`config.mk`:
```
export PLATFORM = sky130hd
export DESIGN_NAME = risc_run_ctrl
export DESIGN_NICKNAME = d
export VERILOG_FILES = /design/src/rtl/risc_kgp_pkg.sv /design/src/rtl/risc_frame_counter.sv /design/src/rtl/risc_run_ctrl.sv
export SDC_FILE = /design/constraint.sdc
export NUM_CORES = 1
export LEC_CHECK = 0
export CAP_MARGIN = 10
export CORE_MARGIN = 2
export CORE_UTILIZATION = 54
export DETAILED_ROUTE_END_ITERATION = 10
export MAX_ROUTING_LAYER = met4
export PLACE_DENSITY = 0.81
export SETUP_SLACK_MARGIN = 0.4
export SLEW_MARGIN = 20
export SYNTH_ARGS = -nofsm -noshare
export SYNTH_HDL_FRONTEND = slang
export SYNTH_SLANG_ARGS = --single-unit
```
`constraint.sdc`:
```
create_clock -name clk -period 3.81 [get_ports clk]
set_input_delay 0.9525 -clock clk [delete_from_list [all_inputs] [get_ports clk]]
set_output_delay 0.9525 -clock clk [all_outputs]
set_load 0.02 [all_outputs]
```
`src/rtl/risc_kgp_pkg.sv`:
```
// Shared types and configuration checks for the risc_kgp run controller.
// The state enum encoding is visible on the controller's debug state output.
package risc_kgp_pkg;

    typedef enum logic [1:0] {
        ST_IDLE = 2'd0,
        ST_HOLD = 2'd1,
        ST_RUN  = 2'd2,
        ST_DONE = 2'd3
    } run_state_t;

    // Every phase offset must fall inside one frame and the core needs at least one reset cycle.
    function automatic bit phase_cfg_ok(
        input int num_phases,
        input int period,
        input int phase_step,
        input int reset_hold
    );
        return (num_phases >= 1) &&
               (period >= num_phases) &&
               ((num_phases - 1) * phase_step < period) &&
               (reset_hold >= 1);
    endfunction

endpackage

```
`src/rtl/risc_frame_counter.sv`:
```
// Instruction-frame counter with per-phase one-cycle enables.
// The counter sits at zero whenever it is not enabled, so a new run always starts at frame 0.
module risc_frame_counter #(
    parameter int NUM_PHASES = 2,
    parameter int PERIOD     = 4,
    parameter int PHASE_STEP = 2
) (
    input  logic                  clk,
    input  logic                  reset,
    input  logic                  enable,
    output logic                  frame_last,
    output logic [NUM_PHASES-1:0] phase_en
);

    localparam int FRAME_W = (PERIOD > 1) ? $clog2(PERIOD) : 1;
    localparam logic [FRAME_W-1:0] FRAME_LAST = FRAME_W'(PERIOD - 1);

    logic [FRAME_W-1:0] r_frame;

    always_ff @(posedge clk) begin
        if (!reset || !enable) begin
            r_frame <= '0;
        end else if (r_frame == FRAME_LAST) begin
            r_frame <= '0;
        end else begin
            r_frame <= r_frame + 1'b1;
        end
    end

    assign frame_last = enable && (r_frame == FRAME_LAST);

    always_comb begin
        phase_en = '0;
        for (int k = 0; k < NUM_PHASES; k++) begin
            if (enable && (r_frame == FRAME_W'(k * PHASE_STEP))) begin
                phase_en[k] = 1'b1;
            end
        end
    end

endmodule

```
`src/rtl/risc_run_ctrl.sv`:
```
// Run controller for the risc_kgp core: reset sequencing, phase enables,
// frame counting and halt/budget termination, all from one clock.
module risc_run_ctrl
    import risc_kgp_pkg::*;
#(
    parameter int NUM_PHASES = 2,
    parameter int PERIOD     = 4,
    parameter int PHASE_STEP = 2,
    parameter int RESET_HOLD = 3,
    parameter int CNT_W      = 16
) (
    input  logic                  clk,
    input  logic                  reset,
    input  logic                  start,
    input  logic                  halt_req,
    input  logic [CNT_W-1:0]      budget,
    output logic                  core_rst,
    output logic                  run,
    output logic [NUM_PHASES-1:0] phase_en,
    output logic [CNT_W-1:0]      cycle_cnt,
    output logic                  done,
    output logic                  timeout,
    output logic [1:0]            dbg_state
);

    localparam int HOLD_W = (RESET_HOLD > 1) ? $clog2(RESET_HOLD) : 1;
    localparam logic [HOLD_W-1:0] HOLD_LAST = HOLD_W'(RESET_HOLD - 1);

    if (!phase_cfg_ok(NUM_PHASES, PERIOD, PHASE_STEP, RESET_HOLD)) begin : g_cfg_error
        $error("risc_run_ctrl: illegal NUM_PHASES/PERIOD/PHASE_STEP/RESET_HOLD combination");
    end

    run_state_t         r_state;
    logic [HOLD_W-1:0]  r_hold_cnt;
    logic [CNT_W-1:0]   r_budget;
    logic [CNT_W-1:0]   r_cycle_cnt;
    logic               r_core_rst;
    logic               r_run;
    logic               r_done;
    logic               r_timeout;

    logic               w_frame_last;
    logic [CNT_W-1:0]   w_cnt_next;
    logic               w_budget_hit;

    risc_frame_counter #(
        .NUM_PHASES (NUM_PHASES),
        .PERIOD     (PERIOD),
        .PHASE_STEP (PHASE_STEP)
    ) u_frame (
        .clk        (clk),
        .reset      (reset),
        .enable     (r_run),
        .frame_last (w_frame_last),
        .phase_en   (phase_en)
    );

    // Unlimited runs (budget 0) saturate instead of wrapping the frame count.
    assign w_cnt_next   = (r_cycle_cnt == '1) ? r_cycle_cnt : r_cycle_cnt + 1'b1;
    assign w_budget_hit = (r_budget != '0) && (w_cnt_next == r_budget);

    always_ff @(posedge clk) begin
        if (!reset) begin
            r_state     <= ST_IDLE;
            r_hold_cnt  <= '0;
            r_budget    <= '0;
            r_cycle_cnt <= '0;
            r_core_rst  <= 1'b1;
            r_run       <= 1'b0;
            r_done      <= 1'b0;
            r_timeout   <= 1'b0;
        end else begin
            case (r_state)
                ST_IDLE, ST_DONE: begin
                    if (start) begin
                        r_state     <= ST_HOLD;
                        r_hold_cnt  <= '0;
                        r_budget    <= budget;
                        r_cycle_cnt <= '0;
                        r_core_rst  <= 1'b1;
                        r_run       <= 1'b0;
                        r_done      <= 1'b0;
                        r_timeout   <= 1'b0;
                    end
                end
                ST_HOLD: begin
                    if (r_hold_cnt == HOLD_LAST) begin
                        r_state    <= ST_RUN;
                        r_core_rst <= 1'b0;
                        r_run      <= 1'b1;
                    end else begin
                        r_hold_cnt <= r_hold_cnt + 1'b1;
                    end
                end
                ST_RUN: begin
                    // A frame finishing on the halt edge still counts; halt wins over budget.
                    if (w_frame_last) begin
                        r_cycle_cnt <= w_cnt_next;
                    end
                    if (halt_req) begin
                        r_state   <= ST_DONE;
                        r_run     <= 1'b0;
                        r_done    <= 1'b1;
                        r_timeout <= 1'b0;
                    end else if (w_frame_last && w_budget_hit) begin
                        r_state   <= ST_DONE;
                        r_run     <= 1'b0;
                        r_done    <= 1'b1;
                        r_timeout <= 1'b1;
                    end
                end
                default: begin
                    r_state <= ST_IDLE;
                end
            endcase
        end
    end

    assign core_rst  = r_core_rst;
    assign run       = r_run;
    assign cycle_cnt = r_cycle_cnt;
    assign done      = r_done;
    assign timeout   = r_timeout;
    assign dbg_state = r_state;

endmodule

```
# Word-level counts from Yosys, hierarchy flattened
# Cells that the tools add are included.
# Widths: inputs -> output; s select.
dict set report word_totals {
  reg_bits 42
  in_bits 20
  out_inout_bits 24
  wordCells 73
}
dict set report op_classes {
  add_sub_neg 3
  eq_ne 13
  mux 27
  n_reduce_logical 21
}
# op n
set ops {}
lappend ops {{$mux 16} 3}
lappend ops {{$pmux 16 s2} 1}
lappend ops {{$add 16x1->16 const B} 1}
lappend ops {{$eq 16x16->1} 1}
lappend ops {{$eq 16x16->1 const B} 1}
lappend ops {{$reduce_bool 16->1} 1}
lappend ops {{$reduce_and 3->1} 5}
lappend ops {{$mux 2} 6}
lappend ops {{$mux 1} 11}
lappend ops {{$eq 2x2->1 const B} 5}
lappend ops {{$ne 2x2->1 const B} 4}
lappend ops {{$pmux 1 s2} 3}
lappend ops {{$pmux 2 s3} 1}
lappend ops {{$logic_and 1x1->1} 5}
lappend ops {{$add 2x1->2 const B} 2}
lappend ops {{$logic_not 2->1} 2}
lappend ops {{$pmux 2 s2} 1}
lappend ops {{$reduce_bool 2->1} 2}
lappend ops {{$reduce_or 2->1} 2}
lappend ops {{$ne 3x3->1 const B} 1}
lappend ops {{$pmux 1 s3} 1}
lappend ops {{$eq 2x1->1 const B} 1}
lappend ops {{$logic_not 1->1} 2}
lappend ops {{$reduce_and 2->1} 1}
lappend ops {{$logic_or 1x1->1} 1}

# Logic depth before layout (Yosys ltp)
# Gate-level depths: netlist of run 1.
dict set report depth {
  ltp_word 8
  depth_mapped 12
  ltp_nobuf 10
}

# By module
# A second synthesis of run 1 with hierarchy kept.
dict set report hier_totals {
  cells_unflattened 347
  hier_area_um2 2717.6
}
# module instances cells_per_inst area_per_inst_um2 seq_area_each_um2
set by_module_without_submodules {}
lappend by_module_without_submodules {risc_run_ctrl 1 335 2586.2 800.8}
lappend by_module_without_submodules {risc_frame_counter 1 12 131.4 40.0}

# Least setup slack after synthesis of run 1
# OpenSTA, ideal clock, no wires.
dict set report synth_timing {
  path_type {flip-flop to flip-flop}
  start {register r_cycle_cnt[0] (netlist: cycle_cnt[0])}
  end {register r_state[0] (netlist: dbg_state[0])}
  setup_ns 0.086
  t_arrival_ns 2.882
  required_ns 3.724
  slack_ns 0.843
  path_stages_with_launch 13
  synth_period_minus_slack_ns 2.967
  cell_sequence {dfxtp_1 ha_1 clkbuf_8 nand2_1 or4_4 buf_6 nor2_1 mux2i_1 xor2_1 nand4_1 nor4_4 o21ai_2 a211oi_1}
}
dict set report synth_via {
  elab_chain_cells 7
  word_cells_on_any_way 8
  cone_classes {add/sub (1); eq/ne (3); mux (1); reduce/logical (3)}
}
# item line_no
set synth_rtl {}
lappend synth_rtl {{start, declared} risc_run_ctrl.sv:36} ;# logic [CNT_W-1:0] r_cycle_cnt;
lappend synth_rtl {{start signal, assigned} risc_run_ctrl.sv:98} ;# r_cycle_cnt <= w_cnt_next;
lappend synth_rtl {{$add 16x1->16 / $eq 16x16->1 (equally long branches)} risc_run_ctrl.sv:59} ;# assign w_cnt_next = (r_cycle_cnt == '1) ? r_cycle_cnt : r_cycle_cnt + 1'b1;
lappend synth_rtl {{$mux 16 *} risc_run_ctrl.sv:59}
lappend synth_rtl {{$eq 16x16->1 *} risc_run_ctrl.sv:60} ;# assign w_budget_hit = (r_budget != '0) && (w_cnt_next == r_budget);
lappend synth_rtl {{$logic_and 1x1->1 *} risc_run_ctrl.sv:60}
lappend synth_rtl {{$logic_and 1x1->1 *} risc_run_ctrl.sv:105} ;# end else if (w_frame_last && w_budget_hit) begin
lappend synth_rtl {{$ne 3x3->1 (no source line) *} --}
lappend synth_rtl {{$reduce_and 3->1 (no source line) *} --}
lappend synth_rtl {{end signal, assigned} risc_run_ctrl.sv:64} ;# r_state <= ST_IDLE;
lappend synth_rtl {{end signal, assigned} risc_run_ctrl.sv:106} ;# r_state <= ST_DONE;
lappend synth_rtl {{end signal, assigned} risc_run_ctrl.sv:113} ;# r_state <= ST_IDLE;
lappend synth_rtl {{end, declared} risc_run_ctrl.sv:33} ;# run_state_t r_state;
# Every way passes the cells marked *; elsewhere a longest branch is shown, timed or not.
# A chain may end at the register's enable or synchronous reset.

# Worst setup path after layout of run 1
dict set report layout_timing {
  start {register r_cycle_cnt[0] (netlist: cycle_cnt[0])}
  end {register r_timeout (netlist: timeout)}
}
dict set report layout_via {
  elab_chain_cells 7
  word_cells_on_any_way 8
  cone_classes {add/sub (1); eq/ne (3); mux (1); reduce/logical (3)}
}
# item line_no
set layout_rtl {}
lappend layout_rtl {{$add 16x1->16 / $eq 16x16->1 (equally long branches)} risc_run_ctrl.sv:59}
lappend layout_rtl {{$mux 16 *} risc_run_ctrl.sv:59}
lappend layout_rtl {{$eq 16x16->1 *} risc_run_ctrl.sv:60}
lappend layout_rtl {{$logic_and 1x1->1 *} risc_run_ctrl.sv:60}
lappend layout_rtl {{$logic_and 1x1->1 *} risc_run_ctrl.sv:105}
lappend layout_rtl {{$ne 3x3->1 (no source line) *} --}
lappend layout_rtl {{$reduce_and 3->1 (no source line) *} --}
lappend layout_rtl {{end signal, assigned} risc_run_ctrl.sv:71} ;# r_timeout <= 1'b0;
lappend layout_rtl {{end signal, assigned} risc_run_ctrl.sv:104} ;# r_timeout <= 1'b0;
lappend layout_rtl {{end signal, assigned} risc_run_ctrl.sv:109} ;# r_timeout <= 1'b1;
lappend layout_rtl {{end, declared} risc_run_ctrl.sv:40} ;# logic r_timeout;
# Marked as above.

==> results_dict.tcl, run 1 <==
set metrics [dict create \
    clock_sinks 42 \
    cp-end-kind "register" \
    nFillCells 418 \
    worstRegToRegCells 10 \
    drive_gt1_share_pct 6.19 \
    drt_iter0_markers 320 \
    ant_nets 0 \
    crit_fanout 10 \
    worstPathCellList "ha_2 > nand2_1 > or4_4 > nor2_1 > mux2i_1 > xor2_1 > nand4_1 > nor4_4 > a21oi_1 > a211oi_1" \
    syn-num-nets 382 \
    clkTransAtPathRegs_ps 80 \
    worst_ep_required_time_ps 4020 \
    routedWlPerCell_um 15.0 \
    die_x_um 74.5 \
    synth.distinct_cells 51 \
    multi_input_comb_area_sq_um 1650 \
    vdd_drop_max_uv 348 \
    yosysWarnings 0 \
    crit_slowest_cell "or4_4" \
    rows 25 \
    synth_area_leaders "dfxtp_1, nand2_1, a21oi_1" \
    die_y_um 74.5 \
    p_clk_share_pct 23.7 \
    drt-total-wl_um 6820 \
    grt_remaining_overflow 0 \
    dpl.hpwl_um 4980 \
    clk_path_buf_depth 2 \
    core-area_sq_um 4750 \
    drc_errors 0 \
    power_density_nw_per_um2 455 \
    grt_pass1_vias 2266 \
    internal_power_mw 0.903 \
    worstHoldEndpoint "u_frame.r_frame[0]$_SDFF_PP0_" \
    p_total_mw 1.45 \
    grt-busiest-layer "met2" \
    grt_use_met2_pct 39.0 \
    die_area_sq_um 5540 \
    r2r-end "timeout$_SDFFE_PN0P_" \
    ios 44 \
    first_pass_iters 5 \
    p_sw_mw 0.549 \
    dr_total_vias 2708 \
    ys_ff_latch 42 \
    rrSetupSlack_ps 660 \
    fin_hold_ws_ps 465 \
    drv_cap 0 \
    crit_type "reg -> reg" \
    cts_made_buffers 5 \
    ys_seq_area_share_pct 31.4 \
    slew_viol_final 0 \
    grtUsageMet3_pct 3.93 \
    hold_path.class "reg -> reg" \
    cts_root_buf "clkbuf_8" \
    slew_headroom_pct 54.0 \
    hold_viol 0 \
    place_area_sq_um 3080 \
    area_growth_pct 19.0 \
    setup_tns_ps 0 \
    finalCritPeriodShare_pct 82.8 \
    period_needed_ps 3150 \
    min-delay-start "u_frame.r_frame[0]$_SDFF_PP0_" \
    htreeDepth 2 \
    leakagePower_nw 1.11 \
    synth-edff-count 0 \
    ys.flop_type "dfxtp_1" \
    clk_latency_ps 290 \
    r2r_start "cycle_cnt[0]$_SDFFE_PN0P_" \
    seqCellArea_sq_um 841 \
    setup_viol_count_final 0 \
    cp_slowest_stage_delay_ps 520 \
    port_buffers 43 \
    min_path_cells 1 \
    p_comb_share_pct 37.0 \
    grt_pass1_wl_um 11200 \
    max_freq_ghz 0.317 \
    synth.most_common_cell "nand2_1" \
    seqPwrFrac_pct 39.3 \
    cts_tree "built" \
    worst_slew_pin_slew_ps 683 \
    n_antenna_cell 0 \
    status "finished clean" \
    synth_top_area_cell "dfxtp_1" \
    design_area_sq_um 3190 \
    final_nets 415 \
    startpoint_type "register" \
    synth_area_sq_um 2680 \
    ys_async_sr_fraction_pct 0 \
    cts_setup_buffers 0 \
    netlist_top_cells_count "nand2_1, dfxtp_1, a21oi_1, nor2_1, o21ai_0" \
    initial_core_util_pct 56.4 \
    grt_usage_pct 26.8 \
    met1_usage_pct 38.4 \
    antenna_found_initial 0 \
    rsz0062_at_grt "false" \
    vias_per_cell 5.95 \
    cts_hold_buf 0 \
    synth.top_cell.area_share_pct 31.4 \
    grt_max_degree 38 \
    arrival_ps 3360 \
    synthCells 354 \
    sw_frac_of_total_pct 37.8 \
    gp_congestion 0.902 \
    syn_area_per_cell_sq_um 7.57 \
    finClkSkew_ps 7.30 \
]
cell type report:
type	count	area share, %
multi-input cells	278	51.6
flip-flops and latches	42	26.4
clock buffers	5	2.16
well taps	67	2.63
inverters	13	1.53
clock inverters	3	1.25
repair buffers	47	14.4
through the flow:
| step | worst slack (ps) | instances | util [%] |
|---|---|---|---|
| 4_1_cts | 588 | 455 | 67.1 |
| 6_report | 657 | 455 | 67.1 |
| 2_1_floorplan | 843 | 354 | - |
| 3_5_place_dp | 625 | 447 | 64.8 |
| 3_3_place_gp | 826 | 447 | 64.8 |
| 5_1_grt | 478 | 455 | 67.1 |
kinds of logic after synthesis:
| logic type | share of synthesized area, % |
|---|---|
| AND/OR/NAND/NOR | 30.4 |
| AO/OA/AOI/OAI | 20.5 |
| flip-flops | 31.4 |
| buffers and inverters | 7.24 |
| XOR/XNOR | 5.23 |
| adder cells (fa/ha/maj) | 3.73 |
| multiplexers | 1.49 |
critical path, delay by kind of cell, from the launching register on:
family	cells	cell delay (ps)
AND/OR/NAND/NOR	5	1480
AO/OA/AOI/OAI	2	370
adder cells (fa/ha/maj)	1	340
flip-flops	1	480
multiplexers	1	240
XOR/XNOR	1	160
state kept, by name, summed over array words and instances, names as in the netlist:
| name | cells |
|---|---|
| cycle_cnt | 16 |
| r_budget | 16 |
| dbg_state | 2 |
| r_hold_cnt | 2 |
| u_frame.r_frame | 2 |
| core_rst | 1 |
| done | 1 |
| run | 1 |
| timeout | 1 |
power by group through the flow:
stage | logic, mW | clock network, mW | registers, mW
floorplan | 0.370 | 0 | 0.572
global placement | 0.525 | 0 | 0.577
detailed placement | 0.531 | 0 | 0.577
CTS | 0.534 | 0.351 | 0.568
global route | 0.597 | 0.369 | 0.579
finish | 0.537 | 0.345 | 0.570
metal layers:
layer	vias to the layer above	wire length, um
li1	1336	-
met1	1251	3080
met2	110	3120
met3	11	520
met4	0	105
met5	-	0
how the worst max path moves through the flow:
stage	startpoint	slack (ps)	endpoint	cells after the start
finish	cycle_cnt[0]$_SDFFE_PN0P_	660	timeout$_SDFFE_PN0P_	10
global route	cycle_cnt[1]$_SDFFE_PN0P_	480	timeout$_SDFFE_PN0P_	10
CTS	cycle_cnt[0]$_SDFFE_PN0P_	590	timeout$_SDFFE_PN0P_	10
detailed placement	cycle_cnt[0]$_SDFFE_PN0P_	620	dbg_state[1]$_SDFFE_PN0P_	10
global placement	cycle_cnt[0]$_SDFFE_PN0P_	830	dbg_state[1]$_SDFFE_PN0P_	10
floorplan	cycle_cnt[0]$_SDFFE_PN0P_	840	dbg_state[0]$_SDFFE_PN0P_	12
placed cells by master, fill, tap and decap left out, drive strengths merged, types with 7 or more instances in the layout:
cell,count
nand2,61
nand4,10
xor2,8
nor2,30
a211oi,7
inv,13
nor3,10
dfxtp,42
nand3,15
o21ai,18
xnor2,8
ha,8
a21oi,41
nor4,12
clkdlybuf4s50,43
timing repair:
| item | 4_1_cts | 5_1_grt |
|---|---|---|
| endpoints found under the setup margin | 0 | 3 |
| hold endpoints to repair | 0 | 0 |
| gates resized for setup | 0 | 1 |
No activity file was read; power rests on OpenSTA's default activity.
==> run 2: changes to the inputs <==
--- a/config.mk
+++ b/config.mk
@@ -7,10 +7,10 @@
 export LEC_CHECK = 0
 export CAP_MARGIN = 10
 export CORE_MARGIN = 2
-export CORE_UTILIZATION = 54
+export CORE_UTILIZATION = 48
 export DETAILED_ROUTE_END_ITERATION = 10
 export MAX_ROUTING_LAYER = met4
-export PLACE_DENSITY = 0.81
+export PLACE_DENSITY = 0.76
 export SETUP_SLACK_MARGIN = 0.4
 export SLEW_MARGIN = 20
 export SYNTH_ARGS = -nofsm -noshare
==> constraint.sdc (replaced) <==
create_clock -name clk -period 2.8 [get_ports clk]
set_input_delay 0.7 -clock clk [delete_from_list [all_inputs] [get_ports clk]]
set_output_delay 0.7 -clock clk [all_outputs]
set_load 0.02 [all_outputs]
==> run 2 against run 1 <==
  * Sequential cell count unchanged
  * Clock skew increased by 3.7 ps
  * Routed wire length increased by 19%
  * Total power increased by 37%
  * Combinational power increased by 50%
  * Non-clock buffer count increased by 38
  * Setup slack got worse by 450 ps
  * Clock power increased by 21%
  * Sequential power increased by 36%
  * Critical path depth increased by 1
  * Critical path type unchanged
  * Largest power group is now combinational cells
==> results_dict.tcl, run 2 (synthesis gave the netlist of run 1 again) <==
set metrics [dict create \
    status "finished clean" \
    drv_cap 0 \
    arrival_ps 2820 \
    met1_usage_pct 34.6 \
    grt_pass1_wl_um 12800 \
    period_needed_ps 2600 \
    place_inst 467 \
    antenna_found_initial 0 \
    cts_tree "built" \
    worst_slew_pin_slew_ps 661 \
    port_buffers 43 \
    p_comb_share_pct 40.3 \
    crit_slowest_cell "or4_4" \
    ant_nets 0 \
    rows 27 \
    hold_path.class "reg -> reg" \
    min-delay-start "u_frame.r_frame[0]$_SDFF_PP0_" \
    clkTransAtPathRegs_ps 90 \
    dr_total_vias 2981 \
    internal_power_mw 1.19 \
    clock_sinks 42 \
    hold_viol 0 \
    r2r_start "cycle_cnt[3]$_SDFFE_PN0P_" \
    die_area_sq_um 6200 \
    critical_path_cell_count 11 \
    slew_viol_final 0 \
    core-area_sq_um 5440 \
    setup_viol_count_final 0 \
    grt_remaining_overflow 0 \
    cp_top_family "simple AND/OR/NAND/NOR gates" \
    final_nets 453 \
    first_pass_iters 5 \
    drt-total-wl_um 8090 \
    leakagePower_nw 1.35 \
    final_common_cell "nand2_1" \
    vdd_drop_max_uv 469 \
    startpoint_type "register" \
    drive_gt1_share_pct 20.4 \
    fin_hold_ws_ps 479 \
    finalCritPeriodShare_pct 92.7 \
    slew_headroom_pct 55.9 \
    grt_pass1_vias 2698 \
    finalNonFillerCells 498 \
    clk_latency_ps 300 \
    cp_slowest_stage_delay_ps 570 \
    worst_ep_required_time_ps 3030 \
    die_x_um 78.7 \
    cp-end-kind "register" \
    max_freq_ghz 0.385 \
    grt_use_met2_pct 42.4 \
    setup_tns_ps 0 \
    crit_path_start "cycle_cnt[3]$_SDFFE_PN0P_" \
    ios 44 \
    cts_root_buf "clkbuf_8" \
    rrSetupSlack_ps 200 \
    p_clk_share_pct 20.9 \
    worstRegToRegCells 11 \
    gp_congestion 1.03 \
    grtUsageMet3_pct 3.98 \
    finClkSkew_ps 11.0 \
    grt_usage_pct 26.6 \
    rsz0062_at_grt "true" \
    initial_core_util_pct 49.3 \
    clk_path_buf_depth 2 \
    grt-busiest-layer "met2" \
    sw_frac_of_total_pct 40.5 \
    r2r-end "dbg_state[0]$_SDFFE_PN0P_" \
    routedWlPerCell_um 16.3 \
    vias_per_cell 5.99 \
    p_sw_mw 0.808 \
    mostFrequentLayoutCells "nand2_1, clkdlybuf4s50_1, a21oi_1, buf_4, dfxtp_1" \
    area_growth_pct 35.0 \
    drc_errors 0 \
    finish.utilization_pct 66.5 \
    dpl.hpwl_um 5610 \
    crit_top_cell "buf_4" \
    worstPathCellList "nand4_4 > or4_4 > buf_4 > nor2_4 > mux2i_2 > xor2_1 > nand4_1 > nor4_4 > buf_4 > o21ai_4 > a211oi_2" \
    crit_type "reg -> reg" \
    crit_fanout 6 \
    power_density_nw_per_um2 551 \
    cp.buffers_inverters 2 \
    nFillCells 452 \
    drt_iter0_markers 352 \
    die_y_um 78.7 \
    grt_max_degree 38 \
    n_antenna_cell 0 \
    seqPwrFrac_pct 38.8 \
    crit_end "dbg_state[0]$_SDFFE_PN0P_" \
    htreeDepth 2 \
    cts_made_buffers 5 \
]
## run 2: cell types whose count changed in the layout (fill, tap and decap cells not counted), sizes merged
cell / before / now
dlymetal6s2s: 0 / 1
bufinv: 1 / 0
clkbuf: 5 / 8
buf: 4 / 40
clkinv: 2 / 1
## run 2: layout make-up
class | count | area (sq um) | area share, %
clock buffer | 7 | 86.3 | 2.39
inverter | 13 | 48.8 | 1.35
timing repair buffer | 85 | 752 | 20.8
clock inverter | 1 | 5.00 | 0.138
tap | 72 | 90.1 | 2.49
sequential | 42 | 882 | 24.4
multi-input combinational | 278 | 1750 | 48.5
## run 2: per-layer routing
layer  vias up  routed length, um
li1       1403                  -
met4         0                244
met3        34                546
met1      1422               3480
met2       122               3820
met5         -                  0
## run 2: worst min path at each step
stage,endpoint,slack (ps),depth (start not counted)
floorplan,u_frame.r_frame[0]$_SDFF_PP0_,430,1
global placement,u_frame.r_frame[0]$_SDFF_PP0_,440,1
detailed placement,u_frame.r_frame[0]$_SDFF_PP0_,470,1
CTS,u_frame.r_frame[0]$_SDFF_PP0_,480,1
global route,r_budget[10]$_SDFFE_PN0P_,510,2
finish,u_frame.r_frame[0]$_SDFF_PP0_,480,1
## run 2: through the flow
stage / setup slack [ps] / area (sq um) / power [mW]
6_report: 203 / 3620 / 1.99
5_1_grt: 99.5 / 3620 / 2.12
4_1_cts: 224 / 3460 / 1.98
3_5_place_dp: 27.0 / 3240 / 1.55
3_3_place_gp: 156 / 3240 / 1.51
2_1_floorplan: 123 / 2730 / 1.28
## run 2: power by group through the flow
stage / sequential (mW) / combinational, mW / clock [mW]
global route: 0.784 / 0.887 / 0.448
global placement: 0.783 / 0.732 / 0
finish: 0.774 / 0.803 / 0.416
floorplan: 0.774 / 0.504 / 0
CTS: 0.772 / 0.788 / 0.421
detailed placement: 0.788 / 0.762 / 0
## run 2: repair_timing
| item | 4_1_cts | 5_1_grt |
|---|---|---|
| endpoints found under the setup margin | 5 | 5 |
| hold buffers | 0 | 0 |
| setup buffers | 13 | 10 |
| pin swaps | 10 | 9 |
| gates resized for setup | 10 | 18 |
==> run 3: changes to the inputs <==
--- a/config.mk
+++ b/config.mk
@@ -7,10 +7,10 @@
 export LEC_CHECK = 0
 export CAP_MARGIN = 10
 export CORE_MARGIN = 2
-export CORE_UTILIZATION = 48
+export CORE_UTILIZATION = 58
 export DETAILED_ROUTE_END_ITERATION = 10
 export MAX_ROUTING_LAYER = met4
-export PLACE_DENSITY = 0.76
+export PLACE_DENSITY = 0.86
 export SETUP_SLACK_MARGIN = 0.4
 export SLEW_MARGIN = 20
 export SYNTH_ARGS = -nofsm -noshare
==> constraint.sdc (replaced) <==
create_clock -name clk -period 3.35 [get_ports clk]
set_input_delay 0.8375 -clock clk [delete_from_list [all_inputs] [get_ports clk]]
set_output_delay 0.8375 -clock clk [all_outputs]
set_load 0.02 [all_outputs]
==> run 3 against run 2 <==
  * Hold slack improved by 9.5 ps
  * Design area fell by 7.1%
  * Setup slack better by 360 ps
  * Fmax down 6.9%
  * Global-route usage is 3.5 points higher
  * Via count is 5.2% lower
  * Sequential power down 16%
  * Total power down 16%
  * Sequential share of layout area increased by 1.4 points
==> results_dict.tcl, run 3 (synthesis gave the netlist of run 1 again) <==
set metrics [dict create \
    cp-end-kind "register" \
    worstHoldEndpoint "u_frame.r_frame[0]$_SDFF_PP0_" \
    die_area_sq_um 5180 \
    vias_per_cell 6.18 \
    crit_fanout 8 \
    worst_ep_required_time_ps 3580 \
    die_x_um 72.0 \
    clkTransAtPathRegs_ps 80 \
    setup_tns_ps 0 \
    cts_root_buf "clkbuf_8" \
    place_inst 439 \
    seqCellArea_sq_um 866 \
    cp_top_family "simple AND/OR/NAND/NOR gates" \
    cts_made_buffers 5 \
    internal_power_mw 1.03 \
    dpl.hpwl_um 5300 \
    die_y_um 72.0 \
    min-delay-start "u_frame.r_frame[0]$_SDFF_PP0_" \
    startpoint_type "register" \
    seqPwrFrac_pct 38.8 \
    finalCritPeriodShare_pct 83.3 \
    drc_errors 0 \
    multi_input_comb_area_sq_um 1690 \
    r2r-end "done$_SDFFE_PN0P_" \
    worstPathCellList "ha_4 > nand2_4 > or4_4 > buf_4 > nor2_1 > xnor2_1 > nand2_1 > nand4_1 > nor4_4 > buf_4 > nor3_1 > nor3_1" \
    p_sw_mw 0.637 \
    cp.buffers_inverters 2 \
    grt_remaining_overflow 0 \
    grt_max_degree 38 \
    port_buffers 43 \
    nFillCells 345 \
    max_freq_ghz 0.359 \
    setup_viol_count_final 0 \
    final_common_cell "nand2_1" \
    rrSetupSlack_ps 560 \
    arrival_ps 3020 \
    drive_gt1_share_pct 14.1 \
    cp_slowest_stage_delay_ps 520 \
    rsz0062_at_grt "false" \
    grt_pass1_vias 2390 \
    drt-total-wl_um 7370 \
    vdd_drop_max_uv 423 \
    grt_usage_pct 30.1 \
    finClkSkew_ps 7.84 \
    clk_latency_ps 300 \
    core-area_sq_um 4410 \
    gp_congestion 1.01 \
    p_clk_share_pct 23.9 \
    slew_headroom_pct 55.4 \
    first_pass_iters 7 \
    routedWlPerCell_um 16.1 \
    worst_slew_pin_slew_ps 668 \
    mostFrequentLayoutCells "nand2_1, clkdlybuf4s50_1, a21oi_1, dfxtp_1, nor2_1" \
    crit_slowest_cell "or4_4" \
    area_growth_pct 25.5 \
    sw_frac_of_total_pct 38.2 \
    leakagePower_nw 1.22 \
    crit_type "reg -> reg" \
    hold_viol 0 \
    htreeDepth 2 \
    finalNonFillerCells 457 \
    min_path_cells 1 \
    initial_core_util_pct 60.7 \
    p_comb_share_pct 37.3 \
    n_antenna_cell 0 \
    power_density_nw_per_um2 496 \
    antenna_found_initial 0 \
    hold_path.class "reg -> reg" \
    grt_pass1_wl_um 12000 \
    status "finished clean" \
    slew_viol_final 0 \
    p_total_mw 1.67 \
    worstRegToRegCells 12 \
    ant_nets 0 \
    clock_sinks 42 \
    final_nets 432 \
    ios 44 \
    clk_path_buf_depth 2 \
    drv_cap 0 \
    cts_tree "built" \
    drt_iter0_markers 318 \
    rows 24 \
    r2r_start "cycle_cnt[0]$_SDFFE_PN0P_" \
    period_needed_ps 2790 \
    dr_total_vias 2825 \
]
[run 3: cell count changes in the layout (fill, tap and decap cells not counted), moves of 2 or more]
cell / previous run / this run
nor3_1: 8 / 10
dfxtp_4: 10 / 4
dfxtp_2: 3 / 8
buf_4: 39 / 21
nor2_1: 27 / 29
[run 3: layer usage]
metal,GRT usage [%],wire length [um]
met3,4.44,594
met5,-,0
met1,43.2,3330
met4,7.34,87
met2,44.8,3370
[run 3: worst max path at each step]
stage,end,cells after the start,slack (ps),start
3_3_place_gp,dbg_state[1]$_SDFFE_PN0P_,10,430,cycle_cnt[0]$_SDFFE_PN0P_
5_1_grt,dbg_state[1]$_SDFFE_PN0P_,10,390,cycle_cnt[0]$_SDFFE_PN0P_
3_5_place_dp,dbg_state[1]$_SDFFE_PN0P_,10,310,cycle_cnt[0]$_SDFFE_PN0P_
2_1_floorplan,dbg_state[0]$_SDFFE_PN0P_,12,510,cycle_cnt[0]$_SDFFE_PN0P_
4_1_cts,dbg_state[1]$_SDFFE_PN0P_,10,400,cycle_cnt[0]$_SDFFE_PN0P_
6_report,done$_SDFFE_PN0P_,12,560,cycle_cnt[0]$_SDFFE_PN0P_
[run 3: cell type report]
cell class | instances | area share (%)
clock inverters | 1 | 0.893
repair buffers | 64 | 17.5
multi-input cells | 278 | 50.2
well taps | 52 | 1.93
inverters | 13 | 1.45
clock buffers | 7 | 2.27
flip-flops and latches | 42 | 25.7
[run 3: metrics by stage]
| step | setup WS (ps) | hold slack (ps) | instance area (sq um) | util (%) |
|---|---|---|---|---|
| CTS | 402 | 484 | 3220 | 73.0 |
| global route | 388 | 508 | 3360 | 76.2 |
| floorplan | 509 | 430 | 2680 | - |
| finish | 561 | 488 | 3360 | 76.2 |
| global placement | 433 | 443 | 3120 | 70.6 |
| detailed placement | 312 | 470 | 3120 | 70.6 |
[run 3: power by group through the flow]
stage	combinational [mW]	clock, mW	sequential, mW
detailed placement	0.605	0	0.658
finish	0.623	0.399	0.648
CTS	0.606	0.402	0.648
global placement	0.590	0	0.655
global route	0.698	0.427	0.657
floorplan	0.421	0	0.650
[run 3: timing repair]
item / 4_1_cts / 5_1_grt
hold buffers: 0 / 0
buffers inserted: 0 / 10
pin swaps: 0 / 9
resized for setup: 1 / 22
endpoints found under the setup margin: 4 / 5
endpoints found under the hold margin: 0 / 0
